===== config.mk =====
export PLATFORM = sky130hd
export DESIGN_NAME = mux_nto1_stream
export DESIGN_NICKNAME = d
export VERILOG_FILES = /design/src/rtl/mux_nto1_stream.sv
export SDC_FILE = /design/constraint.sdc
export NUM_CORES = 1
export LEC_CHECK = 0
export CAP_MARGIN = 20
export CORE_MARGIN = 2
export CORE_UTILIZATION = 30
export CTS_BUF_LIST = sky130_fd_sc_hd__clkbuf_8
export CTS_CLUSTER_SIZE = 16
export DETAILED_ROUTE_END_ITERATION = 10
export GPL_TIMING_DRIVEN = 0
export PLACE_DENSITY = 0.67
export SLEW_MARGIN = 20
export SYNTH_ARGS = -nofsm -noshare
export SYNTH_HDL_FRONTEND = slang
export SYNTH_SLANG_ARGS = --single-unit

===== constraint.sdc =====
create_clock -name clk_i -period 2.21 [get_ports clk_i]
set_clock_uncertainty 0.15 [all_clocks]
set_input_delay 0.442 -clock clk_i [delete_from_list [all_inputs] [get_ports clk_i]]
set_output_delay 0.442 -clock clk_i [all_outputs]
set_load 0.05 [all_outputs]

===== src/rtl/mux_nto1_stream.sv =====
// Registered N-to-1 stream multiplexer with manual or round-robin channel selection.
// Define MUX_NTO1_SEL_CHECK_EN to make err_o flag out-of-range manual selects (sticky until reset).
module mux_nto1_stream #(
    parameter int unsigned NUM_CH = 4,
    parameter int unsigned WIDTH  = 8,
    parameter int unsigned SEL_W  = $clog2(NUM_CH)
) (
    input  logic                    clk_i,
    input  logic                    rst_ni,
    input  logic                    mode_i,
    input  logic [SEL_W-1:0]        sel_i,
    input  logic [NUM_CH*WIDTH-1:0] data_i,
    input  logic [NUM_CH-1:0]       valid_i,
    output logic [NUM_CH-1:0]       ready_o,
    output logic [WIDTH-1:0]        data_o,
    output logic                    valid_o,
    input  logic                    ready_i,
    output logic [SEL_W-1:0]        ch_o,
    output logic                    err_o
);

    logic [SEL_W-1:0] ptr_q;
    logic [WIDTH-1:0] data_q;
    logic [SEL_W-1:0] ch_q;
    logic             valid_q;

    logic             load_c;
    logic             man_vld_c;
    logic             rr_vld_c;
    logic [SEL_W-1:0] rr_idx_c;
    logic             gnt_vld_c;
    logic [SEL_W-1:0] gnt_c;
    logic [WIDTH-1:0] gnt_data_c;
    logic             xfer_c;

    // Output register accepts a beat when empty or draining this cycle.
    assign load_c = !valid_q || ready_i;

    // Manual select: comparing against each legal index keeps out-of-range selects grant-free.
    always_comb begin
        man_vld_c = 1'b0;
        for (int unsigned k = 0; k < NUM_CH; k++) begin
            if (sel_i == SEL_W'(k) && valid_i[k]) begin
                man_vld_c = 1'b1;
            end
        end
    end

    // Round-robin: first valid channel starting at ptr+1, wrapping modulo NUM_CH.
    always_comb begin
        int unsigned pos;
        pos      = 0;
        rr_vld_c = 1'b0;
        rr_idx_c = '0;
        for (int unsigned i = 1; i <= NUM_CH; i++) begin
            pos = 32'(ptr_q) + i;
            if (pos >= NUM_CH) begin
                pos = pos - NUM_CH;
            end
            if (!rr_vld_c && valid_i[SEL_W'(pos)]) begin
                rr_vld_c = 1'b1;
                rr_idx_c = SEL_W'(pos);
            end
        end
    end

    assign gnt_vld_c = mode_i ? rr_vld_c : man_vld_c;
    assign gnt_c     = mode_i ? rr_idx_c : sel_i;
    assign xfer_c    = load_c && gnt_vld_c;

    always_comb begin
        gnt_data_c = '0;
        for (int unsigned k = 0; k < NUM_CH; k++) begin
            if (gnt_c == SEL_W'(k)) begin
                gnt_data_c = data_i[k*WIDTH +: WIDTH];
            end
        end
    end

    // Ready is forced low while reset is asserted.
    always_comb begin
        ready_o = '0;
        for (int unsigned k = 0; k < NUM_CH; k++) begin
            ready_o[k] = rst_ni && xfer_c && (gnt_c == SEL_W'(k));
        end
    end

    always_ff @(posedge clk_i or negedge rst_ni) begin
        if (!rst_ni) begin
            valid_q <= 1'b0;
            data_q  <= '0;
            ch_q    <= '0;
            ptr_q   <= SEL_W'(NUM_CH - 1);
        end else if (xfer_c) begin
            valid_q <= 1'b1;
            data_q  <= gnt_data_c;
            ch_q    <= gnt_c;
            if (mode_i) begin
                ptr_q <= gnt_c;
            end
        end else if (ready_i) begin
            valid_q <= 1'b0;
        end
    end

    assign data_o  = data_q;
    assign ch_o    = ch_q;
    assign valid_o = valid_q;

`ifdef MUX_NTO1_SEL_CHECK_EN
    logic err_q;
    logic sel_bad_c;

    assign sel_bad_c = !mode_i && (|valid_i) && !(32'(sel_i) < NUM_CH);

    always_ff @(posedge clk_i or negedge rst_ni) begin
        if (!rst_ni) begin
            err_q <= 1'b0;
        end else if (sel_bad_c) begin
            err_q <= 1'b1;
        end
    end

    assign err_o = err_q;
`else
    assign err_o = 1'b0;
`endif

endmodule


==> out/qor.yml <==
run_status:
  status: "finished with violations"
  violations: "setup timing"
sta:
  hold_viol: 0
  rsz0062_at_grt: "true"
  finalSetupViolCount: 12
  setup_ws_ns: -0.372
  fmax_mhz: 387
  slew_violations: 0
  timing.hold.ws_ns: 0.201
  tightest_slew_ns: 0.691
  maxSlewHeadroom: 0.539
  min_period_ns: 2.58
  fin_crit_sh: 1.17
final_layout:
  drive_gt1_frac: 0.294
  multiInputGateArea_um2: 698
  areaGrowthSynthToFinish_pct: 92.4
  post-route-util: 0.604
  final_cell_area_um2: 1830
  fin_nets: 206
  seq_area_um2: 328
  layout_common_cells: "44 x clkdlybuf4s50_1, 16 x mux2i_1, 15 x nand2_1"
  fillers: 269
  antenna_cells: 0
  final_common_cell: "clkdlybuf4s50_1"
route:
  wl_um: 2820
  drt_first_pass_iters: 4
  post_drt_wl_per_cell_um: 13.6
  drtIter0Drc: 34
  antenna_left: 0
  vias_per_cell: 4.77
  num_vias: 988
  drc: 0
floorplan:
  rows: 20
  boundaryPins: 58
  start_util: 0.314
  chipHeight_um: 60.3
  die_area_um2: 3640
  core_um2: 3030
  chipWidth_um: 60.3
setup_path:
  critical-path-top-delay-family: "simple AND/OR/NAND/NOR gates"
  reg2reg_from: "ptr_q[0]"
  rr_worst_depth: 8
  crit_arrival_ns: 1.99
  worstPathRequired_ns: 1.62
  crit_chain: "or2b_1 -> a21o_2 -> a41oi_4 -> nand3b_1 -> nor2_4 -> buf_6"
  crit_path_top_delay_cell: "dfstp_2"
  cp-end-kind: "output port"
  crit_fanout: 6
  cp.buffers_inverters: 1
  cp-startpoint: "ptr_q[0]"
  crit_cells: 6
  cpPeakStageDelay_ns: 0.57
  startpoint_type: "flip-flop"
  path_class: "flip-flop to output port"
clocking:
  ctsHoldBuffers: 0
  clock_sinks: 13
  cts_tree: "built"
  clk_path_buf_depth: 2
  cts_max_level: 1
  cts_root_buf: "clkbuf_8"
  cts_buffers: 3
  clk_latency_ns: 0.24
  path_clk_slew_ns: 0.05
grt:
  grt_pass1_vias: 1013
  grt_overflow: 0
  antenna_found_initial: 0
  grt_pass1_wl_um: 4440
  grt_util_all_layers: 0.164
  grt_max_degree: 16
place:
  portBuffers: 56
  dp_hpwl_um: 2190
  place_congestion: 0.796
  placed_area_um2: 1650
  pre_cts_slack_ns: -1.43
yosys:
  synth_nets: 138
  seq_area_frac_synth: 0.345
  synth-seq-cells: 13
  synth_top_flop_cell: "dfrtp_1"
  synth_compound_area_frac: 0.186
  synth_top_family_by_area: "multiplexers"
  syn_area_um2: 951
  synth_mux_area_frac: 0.218
  synth_fa_ha_area_frac: 0
  ys_warn_count: 0
  synth_edf_count: 0
  synth.distinct_cells: 29
  syn_inst: 96
  async_flop_share: 1.00
  synth_xor_area_frac: 0.00921
  synth.avg_cell_area_um2: 9.91
  synth-simple-area-share: 0.176
power_and_ir_drop:
  power.leakage_nw: 0.773
  peakVddDrop_mv: 0.386
  powerDensity_nw_per_um2: 756
hold_path:
  hp-class: "input pin to asynchronous set/reset pin"
job:
  cap_violations: 0
cell usage after synthesis, types with 2 or more instances:
master    count  area [µm²]
nand3b_1      3        22.5
inv_1         3        11.3
dfstp_2       2        52.6
nand2b_1      4        25.0
o221ai_1      9        78.8
dfrtp_1      11         275
nor2_1        6        22.5
nand2_1      15        56.3
mux2i_1      17         170
a21oi_1       4        20.0
buf_6         2        22.5
or2b_1        2        15.0
buf_4         2        15.0
where the power goes:
group	leakage [nW]	internal, mW	switching [mW]
Sequential	0.155	0.309	0.0396
Combinational	0.591	0.376	0.452
Clock	0.0269	0.123	0.0838
Total	0.773	0.807	0.576
path summary, 6_finish.rpt:
path / endpoint / slack (ns)
worst min register to register: ch_o[1] / 0.33
max in group asynchronous: data_o[6] / 1.27
worst max-delay path: ready_o[0] / -0.37
min in group clk_i: ch_o[1] / 0.33
worst max register to register: data_o[3] / -0.06
worst min-delay path: ch_o[0] / 0.20
final cells by class:
class / count / area share
multi-input cells: 74 / 0.382
repair buffers: 63 / 0.343
flip-flops and latches: 13 / 0.179
plain buffers: 6 / 0.0342
well taps: 44 / 0.0301
clock buffers: 3 / 0.0226
inverters: 3 / 0.00752
clock inverters: 1 / 0.00205
routing by layer:
| metal | up-vias | GRT usage | wire [µm] |
|---|---|---|---|
| met5 | - | 0 | 0 |
| met4 | 0 | 0.0825 | 66 |
| met3 | 7 | 0.0476 | 218 |
| met2 | 46 | 0.276 | 1390 |
| met1 | 452 | 0.188 | 1150 |
| li1 | 483 | - | - |
registers in the layout, indices dropped and copies added, names as in the netlist:
| signal | flops |
|---|---|
| ptr_q | 2 |
| valid_o | 1 |
| data_o | 8 |
| ch_o | 2 |
metrics by stage:
stage	power, mW	TNS [ns]	cells
2_1_floorplan	0.834	-0.346	96
3_3_place_gp	1.08	-9.54	196
6_report	1.38	-1.72	207
5_1_grt	1.45	-2.83	207
3_5_place_dp	1.09	-10.36	196
4_1_cts	1.35	-1.40	205
cells by family after synthesis:
group,Yosys count
AOI/OAI and AO/OA,19
DFF,13
buffers and inverters,9
and+or+nand+nor,34
muxes,19
other,1
xor gates and xnor gates,1
what timing repair did:
| item | in CTS | in global routing |
|---|---|---|
| buffers inserted | 5 | 2 |
| endpoints found under the setup margin | 15 | 12 |
| pin swaps | 7 | 8 |
| gates resized for setup | 61 | 9 |
Note: power is estimated with default switching activity, not from simulation.
==> RTL change (same flow settings) <==
The parameter `NUM_CH` goes from 4 to 8.
--- a/src/rtl/mux_nto1_stream.sv
+++ b/src/rtl/mux_nto1_stream.sv
@@ -2,5 +2,5 @@
 // Define MUX_NTO1_SEL_CHECK_EN to make err_o flag out-of-range manual selects (sticky until reset).
 module mux_nto1_stream #(
-    parameter int unsigned NUM_CH = 4,
+    parameter int unsigned NUM_CH = 8,
     parameter int unsigned WIDTH  = 8,
     parameter int unsigned SEL_W  = $clog2(NUM_CH)
Ports: changed (5 resized); port bits go from 58 to 100. The function was not compared with the original's and may differ.
==> RTL change against the original RTL <==
The run still ends with negative setup slack left; area after synthesis is 150% higher; wire length increased to 3.0 times the old value; non-clock buffer count up 86; power grew to 5.2 times the old value; sequential power grew 46%; design area up 130%; sequential cell count rose by 2; critical path depth up 11; cell count up 130%; setup slack worse by 2000 ps; critical path type unchanged; largest cell class unchanged.
==> RTL change: results <==
group,metric,value,unit
status,status,"complete, but fails checks",
status,violations,"negative setup slack",
drt,wl,8540,µm
placement,dp_cells,435,
drt,vias,2595,
placement,gp_congestion,0.906,
grt,grtUsageMet3,2.69,%
finish,drive_gt1_share,37.5,%
drt,vias_per_cell,5.46,
yosys,synth_compound_area_share,15.2,%
critical_path,r2r_setup_slack,-2160,ps
critical_path,timing.critical_path.to,"ready_o[5]",
finish,nNetsFinal,455,
clocking,cts_resized,105,
critical_path,regToRegEndpoint,"data_o[5]",
critical_path,cpLargestDelayFamily,"buffers and inverters",
power_and_ir_drop,p_leak,0.00171,µW
min_path,hold_path_class,"reg -> reg",
power_and_ir_drop,intPower,3830,µW
drt,first_iter_violations,207,
grt,grt_pass1_wl,13700,µm
critical_path,path_max_fanout,8,
sta,setup_tns,-46100,ps
power_and_ir_drop,seqPwrFrac,7.1,%
critical_path,timing.rr.start,"ptr_q[1]",
placement,io_buffer_count,98,
critical_path,cpMaxStageDelayCell,"dfstp_2",
yosys,ys_seq_area_share,16.2,%
sta,whs,341,ps
power_and_ir_drop,ir_worst_vdd,0.000852,V
sta,finalSetupViolations,23,
clocking,post_cts_buffers,44,
grt,grt_max_degree,18,
grt,met1_usage,26.5,%
yosys,synth_top_cells_by_area,"mux4_2 23%, mux2i_1 15%, dfrtp_1 13%",
yosys,synthCells,235,
yosys,synth_xor_area_share,1.49,%
placement,detailed_place_hpwl,6110,µm
sta,setup_slack,-2400,ps
placement,preCtsSetupSlack,-3350,ps
grt,use_met2,35.0,%
yosys,syn_nets,316,
grt,grt_pass1_vias,2682,
grt,grt_use_total,20.0,%
critical_path,ff2ff_path_depth,17,
[RTL change: cell types whose count changed after synthesis, moves of 6 or more]
| cell | before | now |
|---|---|---|
| a221o_1 | 0 | 10 |
| buf_2 | 1 | 7 |
| o221ai_1 | 9 | 1 |
| nand3_1 | 1 | 9 |
| mux4_2 | 0 | 24 |
| clkbuf_1 | 0 | 8 |
| mux2i_1 | 17 | 36 |
| nor3b_1 | 0 | 8 |
| nor2_1 | 6 | 16 |
| o21ai_0 | 1 | 7 |
[RTL change: layer usage]
layer,wire [µm],part of all wire [%],vias to the layer above
li1,-,-,1198
met1,3510,41,1268
met2,4420,52,117
met3,497,5.8,12
met4,118,1.4,0
met5,0,0,-
[RTL change: layout make-up]
cell class | instances | area, µm²
Inverter | 8 | 41.3
Fill cell | 635 | 3420
Buffer | 19 | 174
Timing Repair Buffer | 136 | 1360
Clock buffer | 3 | 41.3
Clock inverter | 1 | 3.75
Sequential cell | 15 | 379
Tap cell | 102 | 128
Multi-Input combinational cell | 191 | 2100
